File: src/rtl/id_ex_stage_pkg.sv
// Shared core constants and types for the ID/EX stage: ALU opcodes,
// result sources, forward selects and the registered control bundle.
package id_ex_stage_pkg;

    localparam logic [2:0] ALU_ADD = 3'b000;
    localparam logic [2:0] ALU_SUB = 3'b001;
    localparam logic [2:0] ALU_AND = 3'b010;
    localparam logic [2:0] ALU_OR  = 3'b011;
    localparam logic [2:0] ALU_SLT = 3'b101;

    localparam logic [1:0] RES_ALU = 2'b00;
    localparam logic [1:0] RES_MEM = 2'b01;
    localparam logic [1:0] RES_PC4 = 2'b10;

    typedef enum logic [1:0] {
        FWD_RF  = 2'b00,
        FWD_WB  = 2'b01,
        FWD_MEM = 2'b10
    } fwd_sel_t;

    typedef struct packed {
        logic       valid;
        logic       reg_write;
        logic       mem_write;
        logic       branch;
        logic       jump;
        logic       alu_src;
        logic [2:0] alu_control;
        logic [1:0] result_src;
    } ctrl_t;

    localparam ctrl_t CTRL_BUBBLE = '{valid: 1'b0, reg_write: 1'b0, mem_write: 1'b0,
                                      branch: 1'b0, jump: 1'b0, alu_src: 1'b0,
                                      alu_control: ALU_ADD, result_src: RES_ALU};

endpackage

File: src/rtl/id_ex_stage_if.sv
// Decode-side inputs, forward sources and Execute-side outputs of the ID/EX stage.
interface id_ex_stage_if #(
    parameter int XLEN = 32,
    parameter int REGW = 5
) ();
    logic            id_valid;
    logic [REGW-1:0] id_rs1, id_rs2, id_rd;
    logic [XLEN-1:0] id_rd1, id_rd2, id_imm, id_pc, id_pc_plus4;
    logic            id_alu_src;
    logic [2:0]      id_alu_control;
    logic            id_reg_write, id_mem_write, id_branch, id_jump;
    logic [1:0]      id_result_src;
    logic            flush_e;
    logic [REGW-1:0] mem_rd, wb_rd;
    logic            mem_reg_write, wb_reg_write;
    logic [XLEN-1:0] mem_alu_result, wb_result;

    logic [XLEN-1:0] ex_src_a, ex_src_b, ex_write_data;
    logic [2:0]      ex_alu_control;
    logic [REGW-1:0] ex_rd;
    logic [XLEN-1:0] ex_imm, ex_pc, ex_pc_plus4;
    logic            ex_reg_write, ex_mem_write, ex_branch, ex_jump, ex_valid;
    logic [1:0]      ex_result_src;
    logic            stall_f, stall_d;

    modport slave (
        input  id_valid, id_rs1, id_rs2, id_rd, id_rd1, id_rd2, id_imm, id_pc, id_pc_plus4,
               id_alu_src, id_alu_control, id_reg_write, id_mem_write, id_branch, id_jump,
               id_result_src, flush_e, mem_rd, mem_reg_write, mem_alu_result,
               wb_rd, wb_reg_write, wb_result,
        output ex_src_a, ex_src_b, ex_write_data, ex_alu_control, ex_rd, ex_imm, ex_pc,
               ex_pc_plus4, ex_reg_write, ex_mem_write, ex_branch, ex_jump, ex_valid,
               ex_result_src, stall_f, stall_d
    );

    modport master (
        output id_valid, id_rs1, id_rs2, id_rd, id_rd1, id_rd2, id_imm, id_pc, id_pc_plus4,
               id_alu_src, id_alu_control, id_reg_write, id_mem_write, id_branch, id_jump,
               id_result_src, flush_e, mem_rd, mem_reg_write, mem_alu_result,
               wb_rd, wb_reg_write, wb_result,
        input  ex_src_a, ex_src_b, ex_write_data, ex_alu_control, ex_rd, ex_imm, ex_pc,
               ex_pc_plus4, ex_reg_write, ex_mem_write, ex_branch, ex_jump, ex_valid,
               ex_result_src, stall_f, stall_d
    );
endinterface

File: src/rtl/id_ex_stage_fwd_mux.sv
// Per-source operand forwarding: MEM beats WB beats register file; x0 never forwards.
module fwd_mux
    import id_ex_stage_pkg::*;
#(
    parameter int XLEN = 32,
    parameter int REGW = 5
) (
    input  logic [REGW-1:0] rs,
    input  logic [XLEN-1:0] rf_data,
    input  logic [REGW-1:0] mem_rd,
    input  logic            mem_reg_write,
    input  logic [XLEN-1:0] mem_data,
    input  logic [REGW-1:0] wb_rd,
    input  logic            wb_reg_write,
    input  logic [XLEN-1:0] wb_data,
    output logic [XLEN-1:0] data
);
    fwd_sel_t sel;

    always_comb begin
        sel = FWD_RF;
        if (mem_reg_write && mem_rd != '0 && mem_rd == rs)
            sel = FWD_MEM;
        else if (wb_reg_write && wb_rd != '0 && wb_rd == rs)
            sel = FWD_WB;
    end

    always_comb begin
        case (sel)
            FWD_MEM: data = mem_data;
            FWD_WB:  data = wb_data;
            default: data = rf_data;
        endcase
    end
endmodule

File: src/rtl/id_ex_stage.sv
// ID/EX pipeline register with MEM/WB operand forwarding and load-use stall/bubble.
module id_ex_stage
    import id_ex_stage_pkg::*;
#(
    parameter int XLEN = 32,
    parameter int REGW = 5
) (
    input  logic          clk,
    input  logic          reset,
    id_ex_stage_if.slave  bus
);
    ctrl_t                     ctrl_q;
    logic [1:0][REGW-1:0]      rs_q;
    logic [1:0][XLEN-1:0]      rf_q;
    logic [1:0][XLEN-1:0]      fwd;
    logic [REGW-1:0]           rd_q;
    logic [XLEN-1:0]           imm_q, pc_q, pc4_q;
    logic                      load_use, bubble;

    assign load_use = ctrl_q.valid && ctrl_q.result_src == RES_MEM && rd_q != '0 &&
                      (rd_q == bus.id_rs1 || rd_q == bus.id_rs2) && bus.id_valid;
    assign bubble   = reset || bus.flush_e || load_use || !bus.id_valid;

    always_ff @(posedge clk) begin
        if (bubble) begin
            ctrl_q <= CTRL_BUBBLE;
            rs_q   <= '0;
            rf_q   <= '0;
            rd_q   <= '0;
            imm_q  <= '0;
            pc_q   <= '0;
            pc4_q  <= '0;
        end else begin
            ctrl_q <= '{valid: 1'b1, reg_write: bus.id_reg_write, mem_write: bus.id_mem_write,
                        branch: bus.id_branch, jump: bus.id_jump, alu_src: bus.id_alu_src,
                        alu_control: bus.id_alu_control, result_src: bus.id_result_src};
            rs_q   <= {bus.id_rs2, bus.id_rs1};
            rf_q   <= {bus.id_rd2, bus.id_rd1};
            rd_q   <= bus.id_rd;
            imm_q  <= bus.id_imm;
            pc_q   <= bus.id_pc;
            pc4_q  <= bus.id_pc_plus4;
        end
    end

    // index 0 = rs1, index 1 = rs2
    for (genvar g = 0; g < 2; g++) begin : g_fwd
        fwd_mux #(.XLEN(XLEN), .REGW(REGW)) u_fwd (
            .rs            (rs_q[g]),
            .rf_data       (rf_q[g]),
            .mem_rd        (bus.mem_rd),
            .mem_reg_write (bus.mem_reg_write),
            .mem_data      (bus.mem_alu_result),
            .wb_rd         (bus.wb_rd),
            .wb_reg_write  (bus.wb_reg_write),
            .wb_data       (bus.wb_result),
            .data          (fwd[g])
        );
    end

    assign bus.ex_src_a       = fwd[0];
    assign bus.ex_write_data  = fwd[1];
    assign bus.ex_src_b       = ctrl_q.alu_src ? imm_q : fwd[1];
    assign bus.ex_alu_control = ctrl_q.alu_control;
    assign bus.ex_rd          = rd_q;
    assign bus.ex_imm         = imm_q;
    assign bus.ex_pc          = pc_q;
    assign bus.ex_pc_plus4    = pc4_q;
    assign bus.ex_reg_write   = ctrl_q.reg_write;
    assign bus.ex_mem_write   = ctrl_q.mem_write;
    assign bus.ex_branch      = ctrl_q.branch;
    assign bus.ex_jump        = ctrl_q.jump;
    assign bus.ex_valid       = ctrl_q.valid;
    assign bus.ex_result_src  = ctrl_q.result_src;

    // A redirect wins over a load-use stall so the new fetch is not held.
    assign bus.stall_f = load_use && !bus.flush_e;
    assign bus.stall_d = load_use && !bus.flush_e;
endmodule

File: src/flat_wrapper.sv
// flat-port wrapper written by rule: the top's interface ports become plain ports
module id_ex_stage_flat import id_ex_stage_pkg::*;
#(
    parameter int XLEN = 32,
    parameter int REGW = 5
)
  (clk, reset, bus_id_valid, bus_id_rs1, bus_id_rs2, bus_id_rd, bus_id_rd1, bus_id_rd2, bus_id_imm, bus_id_pc, bus_id_pc_plus4, bus_id_alu_src, bus_id_alu_control, bus_id_reg_write, bus_id_mem_write, bus_id_branch, bus_id_jump, bus_id_result_src, bus_flush_e, bus_mem_rd, bus_mem_reg_write, bus_mem_alu_result, bus_wb_rd, bus_wb_reg_write, bus_wb_result, bus_ex_src_a, bus_ex_src_b, bus_ex_write_data, bus_ex_alu_control, bus_ex_rd, bus_ex_imm, bus_ex_pc, bus_ex_pc_plus4, bus_ex_reg_write, bus_ex_mem_write, bus_ex_branch, bus_ex_jump, bus_ex_valid, bus_ex_result_src, bus_stall_f, bus_stall_d);
  id_ex_stage_if #(.XLEN(XLEN), .REGW(REGW)) bus_i ();
  input  logic clk;
  input  logic reset;
  input wire logic [$bits(bus_i.id_valid)-1:0] bus_id_valid;
  input wire logic [$bits(bus_i.id_rs1)-1:0] bus_id_rs1;
  input wire logic [$bits(bus_i.id_rs2)-1:0] bus_id_rs2;
  input wire logic [$bits(bus_i.id_rd)-1:0] bus_id_rd;
  input wire logic [$bits(bus_i.id_rd1)-1:0] bus_id_rd1;
  input wire logic [$bits(bus_i.id_rd2)-1:0] bus_id_rd2;
  input wire logic [$bits(bus_i.id_imm)-1:0] bus_id_imm;
  input wire logic [$bits(bus_i.id_pc)-1:0] bus_id_pc;
  input wire logic [$bits(bus_i.id_pc_plus4)-1:0] bus_id_pc_plus4;
  input wire logic [$bits(bus_i.id_alu_src)-1:0] bus_id_alu_src;
  input wire logic [$bits(bus_i.id_alu_control)-1:0] bus_id_alu_control;
  input wire logic [$bits(bus_i.id_reg_write)-1:0] bus_id_reg_write;
  input wire logic [$bits(bus_i.id_mem_write)-1:0] bus_id_mem_write;
  input wire logic [$bits(bus_i.id_branch)-1:0] bus_id_branch;
  input wire logic [$bits(bus_i.id_jump)-1:0] bus_id_jump;
  input wire logic [$bits(bus_i.id_result_src)-1:0] bus_id_result_src;
  input wire logic [$bits(bus_i.flush_e)-1:0] bus_flush_e;
  input wire logic [$bits(bus_i.mem_rd)-1:0] bus_mem_rd;
  input wire logic [$bits(bus_i.mem_reg_write)-1:0] bus_mem_reg_write;
  input wire logic [$bits(bus_i.mem_alu_result)-1:0] bus_mem_alu_result;
  input wire logic [$bits(bus_i.wb_rd)-1:0] bus_wb_rd;
  input wire logic [$bits(bus_i.wb_reg_write)-1:0] bus_wb_reg_write;
  input wire logic [$bits(bus_i.wb_result)-1:0] bus_wb_result;
  output wire logic [$bits(bus_i.ex_src_a)-1:0] bus_ex_src_a;
  output wire logic [$bits(bus_i.ex_src_b)-1:0] bus_ex_src_b;
  output wire logic [$bits(bus_i.ex_write_data)-1:0] bus_ex_write_data;
  output wire logic [$bits(bus_i.ex_alu_control)-1:0] bus_ex_alu_control;
  output wire logic [$bits(bus_i.ex_rd)-1:0] bus_ex_rd;
  output wire logic [$bits(bus_i.ex_imm)-1:0] bus_ex_imm;
  output wire logic [$bits(bus_i.ex_pc)-1:0] bus_ex_pc;
  output wire logic [$bits(bus_i.ex_pc_plus4)-1:0] bus_ex_pc_plus4;
  output wire logic [$bits(bus_i.ex_reg_write)-1:0] bus_ex_reg_write;
  output wire logic [$bits(bus_i.ex_mem_write)-1:0] bus_ex_mem_write;
  output wire logic [$bits(bus_i.ex_branch)-1:0] bus_ex_branch;
  output wire logic [$bits(bus_i.ex_jump)-1:0] bus_ex_jump;
  output wire logic [$bits(bus_i.ex_valid)-1:0] bus_ex_valid;
  output wire logic [$bits(bus_i.ex_result_src)-1:0] bus_ex_result_src;
  output wire logic [$bits(bus_i.stall_f)-1:0] bus_stall_f;
  output wire logic [$bits(bus_i.stall_d)-1:0] bus_stall_d;
  assign bus_i.id_valid = bus_id_valid;
  assign bus_i.id_rs1 = bus_id_rs1;
  assign bus_i.id_rs2 = bus_id_rs2;
  assign bus_i.id_rd = bus_id_rd;
  assign bus_i.id_rd1 = bus_id_rd1;
  assign bus_i.id_rd2 = bus_id_rd2;
  assign bus_i.id_imm = bus_id_imm;
  assign bus_i.id_pc = bus_id_pc;
  assign bus_i.id_pc_plus4 = bus_id_pc_plus4;
  assign bus_i.id_alu_src = bus_id_alu_src;
  assign bus_i.id_alu_control = bus_id_alu_control;
  assign bus_i.id_reg_write = bus_id_reg_write;
  assign bus_i.id_mem_write = bus_id_mem_write;
  assign bus_i.id_branch = bus_id_branch;
  assign bus_i.id_jump = bus_id_jump;
  assign bus_i.id_result_src = bus_id_result_src;
  assign bus_i.flush_e = bus_flush_e;
  assign bus_i.mem_rd = bus_mem_rd;
  assign bus_i.mem_reg_write = bus_mem_reg_write;
  assign bus_i.mem_alu_result = bus_mem_alu_result;
  assign bus_i.wb_rd = bus_wb_rd;
  assign bus_i.wb_reg_write = bus_wb_reg_write;
  assign bus_i.wb_result = bus_wb_result;
  assign bus_ex_src_a = bus_i.ex_src_a;
  assign bus_ex_src_b = bus_i.ex_src_b;
  assign bus_ex_write_data = bus_i.ex_write_data;
  assign bus_ex_alu_control = bus_i.ex_alu_control;
  assign bus_ex_rd = bus_i.ex_rd;
  assign bus_ex_imm = bus_i.ex_imm;
  assign bus_ex_pc = bus_i.ex_pc;
  assign bus_ex_pc_plus4 = bus_i.ex_pc_plus4;
  assign bus_ex_reg_write = bus_i.ex_reg_write;
  assign bus_ex_mem_write = bus_i.ex_mem_write;
  assign bus_ex_branch = bus_i.ex_branch;
  assign bus_ex_jump = bus_i.ex_jump;
  assign bus_ex_valid = bus_i.ex_valid;
  assign bus_ex_result_src = bus_i.ex_result_src;
  assign bus_stall_f = bus_i.stall_f;
  assign bus_stall_d = bus_i.stall_d;
  id_ex_stage #(.XLEN(XLEN), .REGW(REGW)) u_core (.clk(clk), .reset(reset), .bus(bus_i));
endmodule
File: config.mk
export PLATFORM = sky130hd
export DESIGN_NAME = id_ex_stage_flat
export DESIGN_NICKNAME = d
export VERILOG_FILES = /design/src/rtl/id_ex_stage_pkg.sv /design/src/rtl/id_ex_stage_if.sv /design/src/rtl/id_ex_stage_fwd_mux.sv /design/src/rtl/id_ex_stage.sv /design/src/flat_wrapper.sv
export SDC_FILE = /design/constraint.sdc
export NUM_CORES = 1
export LEC_CHECK = 0
export CORE_AREA = 2 2 183 185
export CTS_CLUSTER_DIAMETER = 60
export DETAILED_ROUTE_END_ITERATION = 10
export DIE_AREA = 0 0 185 187
export GPL_TIMING_DRIVEN = 0
export PLACE_DENSITY_LB_ADDON = 0.15
export SETUP_SLACK_MARGIN = 0.15
export SLEW_MARGIN = 0
export SYNTH_ARGS = -nofsm -noshare
export SYNTH_HDL_FRONTEND = slang
export SYNTH_SLANG_ARGS = --single-unit
File: constraint.sdc
create_clock -name clk -period 2.9 [get_ports clk]
set_input_delay 0.435 -clock clk [delete_from_list [all_inputs] [get_ports clk]]
set_output_delay 0.435 -clock clk [all_outputs]
set_load 0.02 [all_outputs]
==> results.toml <==
[die]
start_util_pct = 22.7
io-pin-count = 474
rows = 67
chipHeight_um = 187
die_area_um2 = 34600
core-area_um2 = 32900
dieWidth_um = 185

[placed_design]
port-buffer-count = 473
pre_cts_ws_ps = -1390
placed_area_um2 = 12800
dp_hpwl_um = 26600
gp_congestion = 0.791
dp.cells = 1701

[cts]
clock-root-buffer = "clkbuf_16"
insertion_delay_ps = 450
clockBufferDepth = 2
cts_tree = "built"
ctsHtreeMaxLevel = 4
clk_pin_slew_ps = 80
numCtsBuffers = 17
clock-sinks = 186
ctsHoldBuffers = 0

[cells_and_area]
final_cell_mix = "clkdlybuf4s50_1 (364), and2_1 (185), dfxtp_1 (177)"
area.growth.synth_to_final_pct = 102
nNetsFinal = 1585
final_area_um2 = 15100
drive_gt1_share_pct = 27.5
final_core_util_pct = 45.9
layout_commonest_cell = "clkdlybuf4s50_1"
fin_cells = 1783

[drt]
routed_wl_um = 35200
drc = 0
drt_iter0_drc = 207
routedWlPerCell_um = 19.7
routed_via_density = 4.25
dr.pass1.iters = 6
vias = 7584
antenna_left = 0

[yosys]
synth-seq-area-share_pct = 49.9
ys_top_cells_by_area = "dfxtp_1 (50%), and2_1 (15%), mux2_2 (4.4%)"
synth_area_um2 = 7470
synth_area_per_cell_um2 = 9.57
syn_inst = 780
synth_top_area_share_pct = 49.9
synth.distinct_cells = 33
ys_seq_elements = 186
yosysWarnings = 0
synthesis.nets = 1045
synth_top_cell_by_area = "dfxtp_1"

[power]
seq_power_share_pct = 43.0
clkPwrFrac_pct = 37.4
p_int_mw = 4.47
leakage_nw = 5.93
totalPowerFinal_mw = 6.17
peakVddDrop_mv = 0.382
p_sw_share_pct = 27.5
p_sw_mw = 1.69
comb_power_share_pct = 19.6
powerDensity_nw_per_um2 = 409

[global_route]
antenna_found_initial = 3
grt_max_degree = 19
grt_pass1_wl_um = 50500
grt_usage_pct = 20.1
grt_remaining_overflow = 0
grt_pass1_vias = 7834

[timing]
fin_tns_setup_ps = 0
slew_violations = 0
finalHoldViolations = 0
finalSetupViolations = 0
worst_hold_slack_ps = 533
fin_skew_ps = 10.5
tightest_slew_ps = 594
slew_headroom_pct = 60.4
period_share_pct = 99.4
clock.fmax_mhz = 347
rsz0062_at_grt = "yes"
fin_crit_ps = 2880
setup_slack_ps = 17.3

[outcome]
status = "finished clean"

[setup_path]
crit_required_ps = 2470
crit_path_start_kind = "primary input"
arrival_ps = 2450
crit_path_max_fanout = 8
r2r_slack_ps = 550
cp-end-kind = "output pin"
crit_type = "in -> out"

[worst_hold_path]
hold_path.class = "in -> reg"

[job]
max-cap-violations = 0
==> sequential cells by signal, indices dropped and copies added (netlist names), 2 cells and up <==
signal	cells
u_core.bus.ex_rd	5
u_core.rf_q	64
u_core.bus.ex_imm	32
u_core.bus.ex_pc_plus4	32
u_core.bus.ex_result_src	2
u_core.rs_q	10
u_core.bus.ex_alu_control	3
u_core.bus.ex_pc	32
==> final timing paths <==
check                      startpoint                   endpoint  cells after the start
setup reg to reg  u_core.bus.ex_rd[0]      u_core.bus.ex_imm[11]                      7
hold / removal     bus_id_pc_plus4[7]  u_core.bus.ex_pc_plus4[7]                      2
hold reg to reg   u_core.bus.ex_valid        u_core.bus.ex_valid                      4
setup / recovery        bus_mem_rd[0]            bus_ex_src_b[0]                     10
==> routing by layer <==
layer | vias to the layer above | wire length, µm | share of wire, % | GRT usage, %
li1 | 3672 | - | - | -
met1 | 3533 | 13200 | 38 | 21.3
met2 | 344 | 18200 | 52 | 36.7
met3 | 33 | 3070 | 8.7 | 7.22
met4 | 2 | 665 | 1.9 | 6.14
met5 | - | 13 | 0.037 | 0
==> repair_timing <==
action                     in CTS  in global routing
resized for setup             789                124
setup buffers                  32                  8
cloned                          7                  2
setup endpoints to repair      99                193
pin swaps                      40                 22
==> cells in the mapped netlist <==
cell and number:
dfxtp_1 186, and2_1 185, o21ai_0 60, clkbuf_1 39, nand2_1 39, mux2i_1 32
nor3_1 30, inv_1 29, mux2_2 29, or3_1 29, xnor2_1 26, a31oi_1 21
buf_4 13, nor2_1 12, a31oi_2 8, buf_2 5, xor2_1 4, a221oi_1 3
and3_1 3, nand3_1 3, nand4_1 3, o31ai_1 3, a21oi_1 2, buf_1 2
buf_6 2, nor4_2 2, o211ai_2 2, o21ai_1 2, or4_1 2, nand4b_1 1
o22ai_1 1, or2_1 1, or2_2 1
==> power by group through the flow <==
stage	Clock, mW	Sequential [mW]	Combinational, mW
after global placement	0	2.71	1.03
after CTS	2.40	2.65	1.16
after global routing	2.49	2.66	1.28
after detailed placement	0	2.71	1.03
after floorplan	0	2.75	0.302
final	2.31	2.65	1.21
==> kinds of logic after synthesis <==
kind of cell,count (synthesis),share of synthesized area (%)
multiplexers,61,8.66
AO/OA/AOI/OAI,102,8.46
AND/OR/NAND/NOR,311,24.0
XOR/XNOR,30,3.52
buffers and inverters,90,5.46
flip-flops,186,49.9
==> critical path, stage by stage <==
cell	delay, ps
buf_8	90
or4_4	540
o211ai_4	240
or2_1	160
buf_8	170
buf_12	120
buf_16	120
a31oi_4	110
mux2_4	300
buf_6	130
==> area by class of cell <==
type,instances,area (µm²)
clock inverter,14,125
inverter,29,109
tap,448,561
buffer,60,576
timing repair buffer,522,5150
multi-input combinational,504,4370
sequential,186,3740
antenna,2,5.00
clock buffer,18,439
fill,3199,17800
Note: power is estimated with default switching activity, not from simulation.
